$ cat src/rtl/radar_echo_responder.sv
// Purpose : target-side echo model; qualifies a radar trigger by width and
//           returns a fixed-width echo after a range-derived round-trip delay.
// Latency : echo rises d+1 cycles after the edge that accepts the shot (d = target_distance >> RANGE_SHIFT).
// Backpres: none; trigger activity outside IDLE is ignored until the shot completes.
//
// Ports:
//   CLK, RST             - clock (rising edge), asynchronous active-high reset
//   radar_pulse_trigger  - pulse from the tracking unit
//   target_distance      - simulated range, sampled on the shot-accepting edge
//   enable               - arms the responder for new shots
//   radar_echo           - echo pulse back to the tracking unit
//   echo_count           - saturating count of echoes issued since reset
//   short_pulse          - one-cycle flag: trigger shorter than MIN_PULSE_CYCLES
//   out_of_range         - one-cycle flag: computed delay exceeds MAX_DELAY
//   responder_state      - IDLE=00, PULSE=01, DELAY=10, ECHO=11
module radar_echo_responder #(
  parameter int unsigned MIN_PULSE_CYCLES = 300,
  parameter int unsigned RANGE_SHIFT      = 4,
  parameter int unsigned MAX_DELAY        = 1999,
  parameter int unsigned ECHO_WIDTH       = 4
) (
  input  logic        CLK,
  input  logic        RST,
  input  logic        radar_pulse_trigger,
  input  logic [31:0] target_distance,
  input  logic        enable,
  output logic        radar_echo,
  output logic [15:0] echo_count,
  output logic        short_pulse,
  output logic        out_of_range,
  output logic [1:0]  responder_state
);

  // Delay counter only needs to hold values up to MAX_DELAY; anything larger
  // is rejected before it is loaded.
  localparam int DW = (MAX_DELAY > 0) ? $clog2(MAX_DELAY + 1) : 1;
  localparam int EW = (ECHO_WIDTH > 1) ? $clog2(ECHO_WIDTH) : 1;

  typedef enum logic [1:0] {
    IDLE  = 2'b00,
    PULSE = 2'b01,
    DELAY = 2'b10,
    ECHO  = 2'b11
  } state_t;

  state_t         state;
  logic [15:0]    pulse_cnt;
  logic [DW-1:0]  delay_cnt;
  logic [EW-1:0]  echo_cnt;
  logic [31:0]    dist_shift;

  assign dist_shift      = target_distance >> RANGE_SHIFT;
  assign responder_state = state;

  always_ff @(posedge CLK or posedge RST) begin
    if (RST) begin
      state        <= IDLE;
      pulse_cnt    <= '0;
      delay_cnt    <= '0;
      echo_cnt     <= '0;
      radar_echo   <= 1'b0;
      echo_count   <= '0;
      short_pulse  <= 1'b0;
      out_of_range <= 1'b0;
    end else begin
      // Status flags are single-cycle strobes.
      short_pulse  <= 1'b0;
      out_of_range <= 1'b0;

      case (state)
        IDLE: begin
          if (enable && radar_pulse_trigger) begin
            pulse_cnt <= 16'd1;
            state     <= PULSE;
          end
        end

        PULSE: begin
          if (radar_pulse_trigger) begin
            if (pulse_cnt != 16'hFFFF) begin
              pulse_cnt <= pulse_cnt + 16'd1;
            end
          end else if (pulse_cnt < 16'(MIN_PULSE_CYCLES)) begin
            short_pulse <= 1'b1;
            state       <= IDLE;
          end else if (dist_shift > 32'(MAX_DELAY)) begin
            out_of_range <= 1'b1;
            state        <= IDLE;
          end else begin
            // Range is latched here; later target_distance changes do not
            // affect this shot.
            delay_cnt <= dist_shift[DW-1:0];
            state     <= DELAY;
          end
        end

        DELAY: begin
          if (delay_cnt != '0) begin
            delay_cnt <= delay_cnt - 1'b1;
          end else begin
            radar_echo <= 1'b1;
            echo_cnt   <= EW'(ECHO_WIDTH - 1);
            state      <= ECHO;
          end
        end

        ECHO: begin
          if (echo_cnt != '0) begin
            echo_cnt <= echo_cnt - 1'b1;
          end else begin
            radar_echo <= 1'b0;
            if (echo_count != 16'hFFFF) begin
              echo_count <= echo_count + 16'd1;
            end
            state <= IDLE;
          end
        end

        default: state <= IDLE;
      endcase
    end
  end

endmodule

$ cat config.mk
export PLATFORM = sky130hd
export DESIGN_NAME = radar_echo_responder
export DESIGN_NICKNAME = d
export VERILOG_FILES = /design/src/rtl/radar_echo_responder.sv
export SDC_FILE = /design/constraint.sdc
export NUM_CORES = 1
export LEC_CHECK = 0
export CORE_MARGIN = 5
export CORE_UTILIZATION = 35
export CTS_CLUSTER_SIZE = 30
export DETAILED_ROUTE_END_ITERATION = 12
export PLACE_DENSITY = 0.65
export SYNTH_ARGS = -nofsm -noshare
export SYNTH_HDL_FRONTEND = slang
export SYNTH_SLANG_ARGS = --single-unit
$ cat constraint.sdc
create_clock -name CLK -period 3.5 [get_ports CLK]
set_input_delay 0.7 -clock CLK [delete_from_list [all_inputs] [get_ports CLK]]
set_output_delay 0.7 -clock CLK [all_outputs]
set_load 0.1 [all_outputs]
==> flow_summary.yaml <==
run_status:
  status: "complete, no violations"
final_layout:
  synthToLayoutAreaGrowth_pct: 23.8
  fillerInstances: 832
  final_area_sq_um: 3550
  multi_input_area_sq_um: 1500
  nNetsFinal: 393
  final_cells: 459
  seqCellArea_sq_um: 1250
  drive_above_1_share_pct: 8.76
  diodes: 0
die:
  dieWidth_um: 101
  coreArea_sq_um: 8090
  rows: 33
  io_pins: 57
  die_h_um: 101
  die-area_sq_um: 10100
  start_util_pct: 35.4
route:
  drt_first_pass_iters: 4
  wirelength_um: 7020
  drt_iter0_markers: 81
  wire_per_inst_um: 15.3
  drc_errors: 0
  dr.max_layer_used: "met4"
  route.vias.total: 2504
  met1_length_um: 3190
  dr_wl_met3_um: 189
  wl_met2_um: 3560
  via_per_inst: 5.46
  postRouteAntennaNets: 0
grt:
  antenna_found_initial: 0
  grt_usage_pct: 14.7
  grt_pass1_wl_um: 12100
  grt.overflow.total: 0
  grt_start_max_net_pins: 25
  grt_pass1_vias: 2512
synthesis:
  synth_xor_area_share_pct: 4.58
  synthFlopType: "dfrtp_1"
  synthCells: 307
  synthMuxAreaShare_pct: 1.13
  synth-seq-cells: 50
  synth-async-reset-ratio_pct: 100
  synth_area_leaders: "dfrtp_1 (44%), o31ai_1 (5.2%), nor2_1 (3.7%)"
  syn-cell-area_sq_um: 2870
  ys_types: 54
  synth_compound_gate_area_share_pct: 20.7
  synth_top_family_by_area: "simple AND/OR/NAND/NOR gates"
  synth-seq-area-share_pct: 43.6
  synth_common_cells: "dfrtp_1 (50), nor2_1 (28), nand2_1 (23), o31ai_1 (20), o21ai_0 (19)"
  synthAdderAreaFrac_pct: 1.75
  synth-simple-area-share_pct: 24.1
  yosysMostFrequentCell: "dfrtp_1"
  synth_top_area_cell: "dfrtp_1"
  synth_edf_count: 0
  avgSynthCellArea_sq_um: 9.34
  ys_warn_count: 0
  yosysTopAreaCellShare_pct: 43.6
  synth_nets: 347
sta:
  rsz0062_at_grt: "false"
  relSlewSlack_pct: 33.5
  skew_ps: 9.37
  tightest_slew_ps: 995
  fmaxAchievable_mhz: 383
  setup_tns_ps: 0
  hold_violations: 0
  finalSetupViolCount: 0
  fin_crit_ps: 2610
  slew_violations: 0
  fin_crit_sh_pct: 74.7
power:
  combPwrFrac_pct: 10.9
  p_sw_share_pct: 27.1
  power_report.internal_total_mw: 0.789
  leakagePower_nw: 1.50
  peakVddDrop_mv: 0.135
  powerDensity_nw_per_um2: 305
  power_frac_seq_pct: 55.4
  p_clk_share_pct: 33.7
  switchingPower_mw: 0.294
critical_path:
  cpMaxStageDelayCell: "clkdlybuf4s50_1"
  crit_arrival_ps: 1910
  critical_path_class: "flop to output port"
  start_kind: "flop"
  path_buf_inv: 1
  worstPathRequired_ps: 2800
  critical_path.top_delay_family: "buffers and inverters"
  critical-path-max-stage-delay_ps: 1160
  path_cells: "clkdlybuf4s50_1"
  critPathMaxFanout: 4
  end_kind: "output port"
place:
  port_buffers: 52
  place_congestion: 0.795
  place_area_sq_um: 3450
  dp.cells: 451
  dp_hpwl_um: 5160
cts:
  clock-sinks: 50
  cts-root-buf: "clkbuf_8"
  hold_buffers: 0
  clk_pin_slew_worst_paths_ps: 100
  clock_latency_ps: 310
  htreeDepth: 2
  numCtsBuffers: 5
  ctsResizeCount: 0
  cts_setup_buffers: 0
  clk_path_buf_depth: 2
  cts_tree: "yes"
job:
  cap_violations: 0
worst_hold_path:
  hp-class: "flop to flop"
-- sequential cells by signal (all words and copies together) (netlist names), named ones only --
register         cells
echo_count          16
pulse_cnt           16
delay_cnt           11
echo_cnt             2
out_of_range         1
radar_echo           1
responder_state      1
short_pulse          1
-- through the flow --
step           hold slack (ps)  power [mW]  worst slack, ps  util (%)
4_1_cts                    499        1.10              860      43.9
2_1_floorplan              470       0.674             1040         -
3_3_place_gp               466       0.728              891      42.7
3_5_place_dp               473       0.731              877      42.7
6_report                   497        1.08              887      43.9
5_1_grt                    530        1.14              818      43.9
-- area by class of cell --
| class | count | area share (%) |
|---|---|---|
| Sequential cell | 50 | 35.2 |
| Multi-Input combinational cell | 230 | 42.3 |
| Clock buffer | 5 | 1.94 |
| Inverter | 11 | 1.16 |
| Clock inverter | 3 | 0.740 |
| Timing Repair Buffer | 55 | 14.9 |
| Tap cell | 105 | 3.70 |
-- worst register-to-register path, delay by kind of cell, from the launching register on --
family / cells / cell delay (ps)
AO/OA/AOI/OAI: 3 / 1100
AND/OR/NAND/NOR: 2 / 480
flip-flops: 1 / 400
adder cells (fa/ha/maj): 1 / 250
buffers and inverters: 1 / 110
-- cells by family (layout without fill, tap and decap cells) --
| logic type | count (synthesis) | in the layout |
|---|---|---|
| compound gates | 86 | 86 |
| simple gates | 122 | 122 |
| fa+ha+maj | 4 | 4 |
| mux | 3 | 3 |
| buf+inv | 27 | 74 |
| flops | 50 | 50 |
| xor+xnor | 15 | 15 |
-- power groups by stage --
stage | Combinational [mW] | Sequential, mW | Clock (mW)
2_1_floorplan | 0.0564 | 0.617 | 0
3_3_place_gp | 0.118 | 0.610 | 0
3_5_place_dp | 0.120 | 0.611 | 0
4_1_cts | 0.120 | 0.599 | 0.382
5_1_grt | 0.132 | 0.602 | 0.403
6_report | 0.118 | 0.599 | 0.365
-- cells in the final DEF (no fill, tap or decap), types with 3 or more instances in the layout --
| master | count |
|---|---|
| nor4_1 | 6 |
| xnor2_1 | 11 |
| clkbuf_8 | 5 |
| a21oi_1 | 14 |
| and4_1 | 5 |
| o31ai_1 | 20 |
| o21ai_0 | 19 |
| nand3_1 | 16 |
| xor2_1 | 4 |
| nor3_1 | 9 |
| o22ai_1 | 6 |
| and3_1 | 4 |
| inv_1 | 10 |
| ha_1 | 4 |
| o41ai_1 | 3 |
| nor3b_1 | 3 |
| nand4_1 | 7 |
| nand2_1 | 23 |
| and2_1 | 4 |
| clkdlybuf4s50_1 | 47 |
| nor2_1 | 28 |
| a41oi_1 | 3 |
| buf_4 | 8 |
| nand2b_1 | 5 |
| dfrtp_1 | 50 |
-- worst paths after layout --
| path | startpoint | to | slack [ps] | cells after the start |
|---|---|---|---|---|
| max reg2reg | delay_cnt[0]$_DFFE_PP0P_ | delay_cnt[7]$_DFFE_PP0P_ | 1060 | 7 |
| max | echo_count[0]$_DFFE_PP0P_ | echo_count[0] | 890 | 1 |
| min in group asynchronous | RST | echo_count[9]$_DFFE_PP0P_ | 760 | 2 |
| max in group asynchronous | RST | pulse_cnt[11]$_DFFE_PP0P_ | 2120 | 3 |
| min reg2reg | echo_count[15]$_DFFE_PP0P_ | echo_count[15]$_DFFE_PP0P_ | 500 | 1 |
| min | echo_count[15]$_DFFE_PP0P_ | echo_count[15]$_DFFE_PP0P_ | 500 | 1 |
-- layer usage --
metal	track usage, %	vias to the layer above
met5	0	-
met4	4.46	0
met3	2.35	6
met2	25.3	32
met1	19.1	1226
li1	-	1240
(Power assumes the default switching activity.)
